$ cat config.mk
export PLATFORM = sky130hd
export DESIGN_NAME = alu_arbiter
export DESIGN_NICKNAME = d
export VERILOG_FILES = /design/src/rtl/alu_arb_pkg.sv /design/src/rtl/rr_arbiter.sv /design/src/rtl/alu_arbiter.sv
export SDC_FILE = /design/constraint.sdc
export NUM_CORES = 1
export LEC_CHECK = 0
export ABC_AREA = 0
export BUFFER_PORTS_ARGS = -buffer_cell sky130_fd_sc_hd__buf_2
export CELL_PAD_IN_SITES_DETAIL_PLACEMENT = 2
export CELL_PAD_IN_SITES_GLOBAL_PLACEMENT = 2
export CORE_MARGIN = 2
export CORE_UTILIZATION = 24
export CTS_BUF_LIST = sky130_fd_sc_hd__clkbuf_8
export DETAILED_ROUTE_END_ITERATION = 7
export PLACE_DENSITY_LB_ADDON = 0.1
export SLEW_MARGIN = 20
export SYNTH_ARGS = -nofsm -noshare
export SYNTH_HDL_FRONTEND = slang
export SYNTH_SLANG_ARGS = --single-unit
$ cat constraint.sdc
create_clock -name clk -period 3.9 [get_ports clk]
set_input_delay 0.39 -clock clk [delete_from_list [all_inputs] [get_ports clk]]
set_output_delay 0.39 -clock clk [all_outputs]
set_load 0.05 [all_outputs]
$ cat src/rtl/alu_arb_pkg.sv
// Shared constants and types for the alu_ip round-robin arbiter/sequencer.
package alu_arb_pkg;

   localparam int DATA_W = 8;
   localparam int SEL_W  = 3;
   localparam int N_REQ  = 4;
   localparam int ID_W   = $clog2(N_REQ);

   typedef enum logic [1:0] {IDLE, RUN, DRAIN} arb_state_t;

   // Tag id is sized from this package; resize N_REQ here together with the top.
   typedef struct packed {
      logic            vld;
      logic [ID_W-1:0] id;
   } tag_t;

endpackage

$ cat src/rtl/rr_arbiter.sv
// Combinational round-robin grant: first asserted request at or above ptr, wrapping mod N.
module rr_arbiter #(
   parameter int N     = 4,
   parameter int IDX_W = (N > 1) ? $clog2(N) : 1
) (
   input  logic [N-1:0]     req,
   input  logic [IDX_W-1:0] ptr,
   input  logic             en,
   output logic [N-1:0]     gnt,
   output logic [IDX_W-1:0] gnt_idx
);

   int               cand;
   logic [IDX_W-1:0] cidx;
   logic             found;

   always_comb begin
      // NOTE: every output of a combinational block gets a default first, so no path can infer a latch.
      gnt     = '0;
      gnt_idx = '0;
      found   = 1'b0;
      cand    = 0;
      cidx    = '0;
      for (int k = 0; k < N; k++) begin
         cand = int'(ptr) + k;
         if (cand >= N) cand = cand - N;
         cidx = IDX_W'(cand);
         if (en && !found && req[cidx]) begin
            found     = 1'b1;
            gnt[cidx] = 1'b1;
            gnt_idx   = cidx;
         end
      end
   end

endmodule

$ cat src/rtl/alu_arbiter.sv
// Shares one registered alu_ip between N_REQ requesters; tags each issue with its requester
// id and returns C/Z with that id once the ALU latency has elapsed.
module alu_arbiter #(
   parameter int N_REQ   = alu_arb_pkg::N_REQ,
   parameter int DATA_W  = alu_arb_pkg::DATA_W,
   parameter int SEL_W   = alu_arb_pkg::SEL_W,
   parameter int ALU_LAT = 1,
   parameter int ID_W    = $clog2(N_REQ)
) (
   input  logic                    clk,
   input  logic                    rst,
   input  logic                    en,
   output logic                    busy,
   input  logic [N_REQ-1:0]        req_valid,
   output logic [N_REQ-1:0]        req_ready,
   input  logic [N_REQ*DATA_W-1:0] req_a,
   input  logic [N_REQ*DATA_W-1:0] req_b,
   input  logic [N_REQ*SEL_W-1:0]  req_sel,
   output logic                    rsp_valid,
   output logic [ID_W-1:0]         rsp_id,
   output logic [DATA_W-1:0]       rsp_c,
   output logic                    rsp_z,
   output logic [DATA_W-1:0]       alu_a,
   output logic [DATA_W-1:0]       alu_b,
   output logic [SEL_W-1:0]        alu_sel,
   input  logic [DATA_W-1:0]       alu_c,
   input  logic                    alu_z
);

   import alu_arb_pkg::*;

   arb_state_t      state, state_nxt;
   logic [ID_W-1:0] ptr;
   logic [N_REQ-1:0] gnt;
   logic [ID_W-1:0] gnt_idx;
   logic            issue_en;
   logic            xfer;
   logic            pend;
   tag_t            tag_q [ALU_LAT+1];

   rr_arbiter #(.N(N_REQ), .IDX_W(ID_W)) u_rr (
      .req     (req_valid),
      .ptr     (ptr),
      .en      (issue_en),
      .gnt     (gnt),
      .gnt_idx (gnt_idx)
   );

   always_ff @(posedge clk) begin
      // NOTE: sequential state uses non-blocking assignments so every register samples pre-edge values.
      if (rst) state <= IDLE;
      else     state <= state_nxt;
   end

   // pend: operations whose response has not yet reached the output stage.
   always_comb begin
      pend = 1'b0;
      for (int j = 0; j < ALU_LAT; j++) pend = pend | tag_q[j].vld;
   end

   always_comb begin
      state_nxt = state;
      case (state)
         IDLE:    if (en) state_nxt = RUN;
         RUN:     if (!en) state_nxt = pend ? DRAIN : IDLE;
         DRAIN:   if (!pend) state_nxt = IDLE;
         default: state_nxt = IDLE;
      endcase
   end

   always_comb begin
      issue_en  = !rst && (state == RUN) && en;
      req_ready = gnt;
      xfer      = |gnt;
      busy      = (state != IDLE) || pend || tag_q[ALU_LAT].vld;
   end

   always_ff @(posedge clk) begin
      if (rst) begin
         ptr     <= '0;
         alu_a   <= '0;
         alu_b   <= '0;
         alu_sel <= '0;
         // NOTE: the tag array is reset because its valid bits decide what is in flight.
         for (int j = 0; j <= ALU_LAT; j++) tag_q[j] <= '0;
      end else begin
         if (xfer) begin
            ptr     <= (int'(gnt_idx) == N_REQ - 1) ? '0 : gnt_idx + 1'b1;
            alu_a   <= req_a[gnt_idx*DATA_W +: DATA_W];
            alu_b   <= req_b[gnt_idx*DATA_W +: DATA_W];
            alu_sel <= req_sel[gnt_idx*SEL_W +: SEL_W];
         end
         tag_q[0] <= '{vld: xfer, id: gnt_idx};
         for (int j = 1; j <= ALU_LAT; j++) tag_q[j] <= tag_q[j-1];
      end
   end

   assign rsp_valid = tag_q[ALU_LAT].vld;
   assign rsp_id    = tag_q[ALU_LAT].id;
   assign rsp_c     = alu_c;
   assign rsp_z     = alu_z;

endmodule

==> reports/summary.log <==
[timing] total count of max-transition violations in the final report 0
[clock_network] CTS-repair resized insts 0
[final_layout] nets 465
[setup_path] nature of the critical path startpoint flip-flop
[final_layout] Filler cells 1125
[setup_path] highest-delay cell along the critical path sky130_fd_sc_hd__mux4_2
[timing] normalized max-slew margin 53.5%
[pwr] clock share of power 29.6%
[routing] detail-routed via count per cell 4.99
[synth] xor and xnor fraction of the mapped netlist area 0.388%
[pwr] sequential fraction of design power 38.8%
[floorplan] overall die height 101 µm
[pwr] Pint 0.551 mW
[global_route] initial antenna violation count 0
[synth] post-synthesis cell type with the largest combined area sky130_fd_sc_hd__dfxtp_1
[setup_path] Worst Reg-to-Reg Cells 11
[pwr] net switching power 0.278 mW
[final_layout] FF/Latch Area 581 µm²
[global_route] number of global-route vias before repair 2359
[floorplan] starting density of the core 24.5%
[synth] share of cell area taken by muxes after synthesis 7.15%
[setup_path] critical path start-end classification flip-flop to output pin
[hold_path] worst hold path cell count 2
[clock_network] buffers from clock root to sink, at most 2
[synth] number of standard cells after synthesis 277
[routing] uppermost layer routed met4
[global_route] global-route wire length before repair 11700 µm
[clock_network] Num CTS Buffers 5
[setup_path] Critical Path AT 2.88 ns
[routing] detailed-router iteration count before antenna repair 5
[hold_path] Endpoint, Worst Hold state[0]
[routing] Residual DRC 0
[floorplan] die area 10200 µm²
[synth] post-synthesis instance area 2260 µm²
[placement] GPL Wtd Cong 0.800
[pwr] switching power as a share of total power 33.5%
[synth] proportion of synthesized chip area in sequential cells 25.7%
[synth] Synth Register Bits 29
[setup_path] Most common cell on crit path sky130_fd_sc_hd__inv_1
[timing] unrepaired setup endpoints after global routing no
[setup_path] launch point of the critical path ptr[1]
[global_route] final global-route overflow total 0
[clock_network] number of sinks driven by the clock tree 29
[floorplan] area of the core 9200 µm²
[placement] detailed placement HPWL 5630 µm
[setup_path] maximum net fanout on the critical path 12
[synth] Avg Cell Area, Syn 8.14 µm²
[timing] Final Hold Violating Endpoints 0
[timing] transition time at the pin with the least slew margin 0.696 ns
[synth] main combinational cell family by area after synthesis simple AND/OR/NAND/NOR gates
[setup_path] Reg-to-Reg Start ptr[1]
[pwr] leak pwr 1.50 nW
[floorplan] DIE WIDTH 101 µm
[hold_path] HP Class input pin to flip-flop
[setup_path] CP Data Required Time 3.51 ns
[global_route] combined global-route utilization of all metal layers 14.5%
[final_layout] number of antenna repair diodes 0
[routing] post-route antenna net violation count 0
[synth] share of the synthesized area in the top cell type 25.7%
[timing] highest clock rate 0.306 GHz
[job] max-capacitance violation count 0
[timing] worst clock skew on the final layout 0.00406 ns
[synth] Net Count, Synth 377
[clock_network] count of hold-fix buffers inserted at cts 0
[pwr] Cell Pwr Density 287 nW/µm²
[clock_network] CTS tree done
[placement] count of port buffers added during placement 109
[timing] final setup violation count 0
[floorplan] count of pins on the block boundary 128
[synth] Post-synth EDFFs 0
[clock_network] clock slew at reported path FFs 0.06 ns
[setup_path] cell breakdown of the critical path buf_4, inv_1, ha_1, mux4_2, nand2b_1, nor2_1, a222oi_1, inv_1, buf_2
[timing] Post-Route Setup TNS 0 ns
[timing] Min Clock Period, post-route 3.27 ns
[clock_network] number of H-tree levels 2
[synth] library cell with the highest instance count after synthesis sky130_fd_sc_hd__nand2_1
[clock_network] clock root cell sky130_fd_sc_hd__clkbuf_8
[routing] vias post-DR 2377
[clock_network] buffer count from post-CTS setup fixing 0
[synth] cells taking the most area after synthesis sky130_fd_sc_hd__dfxtp_1, sky130_fd_sc_hd__nand2_1, sky130_fd_sc_hd__nor3b_2, sky130_fd_sc_hd__a32oi_1, sky130_fd_sc_hd__a21o_1
[setup_path] reg2reg end alu_b[3]
[floorplan] Core Rows 35
[setup_path] type of destination of the critical path output pin
[setup_path] worst-case register-to-register setup slack 0.72 ns
[setup_path] largest stage delay on the critical path 0.57 ns
[setup_path] number of buffers and inverters on the critical path 4
[pwr] IR Drop Worst-Case VDD 0.114 mV
[pwr] Comb pwr share 31.6%
[routing] post-detailed-route wirelength per cell 15.7 µm
[routing] wire length on met3 544 µm
[routing] wire length on met2 3570 µm
[final_layout] fraction of final layout cells sized beyond drive strength 1 40.8%
[hold_path] launch instance of the worst min-delay path en
[synth] fraction of registers with async set/reset 0%
[synth] simple-gate portion of the synthesized area 28.7%
[final_layout] multi-input gate area in the final layout 1450 µm²
[timing] final-layout worst hold slack 0.432 ns
[global_route] largest net degree at the start of global routing 44
[routing] Final Routed Wirelength 7460 µm
[timing] final critical-path share of the clock period 83.9%
[synth] Warnings, synthesis 0
[pwr] total power after layout 0.829 mW
[clock_network] Clk Latency, worst-skew pair 0.27 ns
[synth] Synth Area in Adders 4.44%
[routing] DRC marker count from the first detailed-route iteration 60
[synth] Primary FF master, synth sky130_fd_sc_hd__dfxtp_1
[synth] post-synthesis compound-gate area fraction 23.1%
[synth] Yosys cell types 42
[final_layout] synthesis-to-layout area growth 27.9%
[routing] M1 WL 3310 µm
[status] outcome complete, no violations
[synth] top cell types by occurrence after synthesis sky130_fd_sc_hd__nand2_1, sky130_fd_sc_hd__dfxtp_1, sky130_fd_sc_hd__a21oi_1, sky130_fd_sc_hd__a32oi_1, sky130_fd_sc_hd__a21o_1
[setup_path] dominant delay contributor by cell family on the critical path buffers and inverters
worst max path at each step:
stage	endpoint	slack [ns]	cells past startpoint
5_1_grt	req_ready[3]	0.34	9
3_3_place_gp	alu_b[3]	0.84	11
3_5_place_dp	alu_b[3]	0.68	11
4_1_cts	req_ready[3]	0.58	9
2_1_floorplan	alu_a[7]	0.86	11
6_report	req_ready[3]	0.63	9
kinds of logic after synthesis:
| family | after synthesis |
|---|---|
| simple gates | 115 |
| compound gates | 71 |
| buf+inv | 42 |
| flops | 29 |
| mux | 11 |
| fa+ha+maj | 8 |
| xor+xnor | 1 |
per-layer routing:
layer | track usage (%) | vias up
li1 | - | 1152
met1 | 18.3 | 1148
met2 | 24.0 | 75
met3 | 4.58 | 2
met4 | 3.74 | 0
met5 | 0 | -
cells in the final DEF (no fill, tap or decap), types with 2 or more instances in the layout:
cell                         n
sky130_fd_sc_hd__o21ai_0     3
sky130_fd_sc_hd__mux4_2      4
sky130_fd_sc_hd__nand2b_1    2
sky130_fd_sc_hd__nand3_1     5
sky130_fd_sc_hd__a31o_2      2
sky130_fd_sc_hd__a21oi_1    18
sky130_fd_sc_hd__nand2_1    71
sky130_fd_sc_hd__a32oi_1    18
sky130_fd_sc_hd__buf_2     109
sky130_fd_sc_hd__buf_4       5
sky130_fd_sc_hd__a222oi_1    3
sky130_fd_sc_hd__nor3b_1     5
sky130_fd_sc_hd__a21o_1     17
sky130_fd_sc_hd__o221ai_1    2
sky130_fd_sc_hd__dfxtp_1    29
sky130_fd_sc_hd__a31oi_1     2
sky130_fd_sc_hd__nor3b_2    16
sky130_fd_sc_hd__nor2_1      4
sky130_fd_sc_hd__mux2i_1     6
sky130_fd_sc_hd__nor2b_1     4
sky130_fd_sc_hd__inv_1       8
sky130_fd_sc_hd__clkbuf_8    6
sky130_fd_sc_hd__ha_1        8
power groups by stage:
stage / Clock, mW / Sequential [mW] / Combinational, mW
floorplan: 0 / 0.379 / 0.151
global placement: 0 / 0.327 / 0.263
detailed placement: 0 / 0.328 / 0.266
CTS: 0.261 / 0.322 / 0.267
global route: 0.276 / 0.323 / 0.288
finish: 0.245 / 0.321 / 0.262
area by class of cell:
cell class                 instances  share of cell area [%]
timing repair buffer             115                    20.9
tap                              111                    4.81
multi-input combinational        206                    50.1
clock inverter                     1                   0.130
sequential                        29                    20.1
clock buffer                       6                    2.86
inverter                           8                    1.04
worst reg2reg max path, stage by stage, from the launching register on:
cell                       delay [ns]
sky130_fd_sc_hd__dfxtp_1         0.31
sky130_fd_sc_hd__buf_4           0.19
sky130_fd_sc_hd__inv_1           0.12
sky130_fd_sc_hd__ha_1            0.44
sky130_fd_sc_hd__mux4_2          0.57
sky130_fd_sc_hd__nand2b_1        0.11
sky130_fd_sc_hd__nor2_1          0.08
sky130_fd_sc_hd__a222oi_1        0.48
sky130_fd_sc_hd__nand4_2         0.14
sky130_fd_sc_hd__buf_4           0.32
sky130_fd_sc_hd__nor3b_1         0.26
sky130_fd_sc_hd__a31o_2          0.12
state kept, by name (all words and copies together), names as in the netlist:
| register | count |
|---|---|
| alu_a | 8 |
| alu_b | 8 |
| state | 2 |
| tag_q | 6 |
| alu_sel | 3 |
| ptr | 2 |
per-stage QoR:
| stage | setup WS, ns | cell area, µm² | std cells | util (%) |
|---|---|---|---|---|
| floorplan | 0.857 | 2260 | 277 | - |
| CTS | 0.577 | 2890 | 476 | 31.4 |
| global route | 0.343 | 2890 | 476 | 31.4 |
| global placement | 0.845 | 2800 | 469 | 30.4 |
| finish | 0.627 | 2890 | 476 | 31.4 |
| detailed placement | 0.681 | 2800 | 469 | 30.4 |
Note: power is estimated with default switching activity, not from simulation.
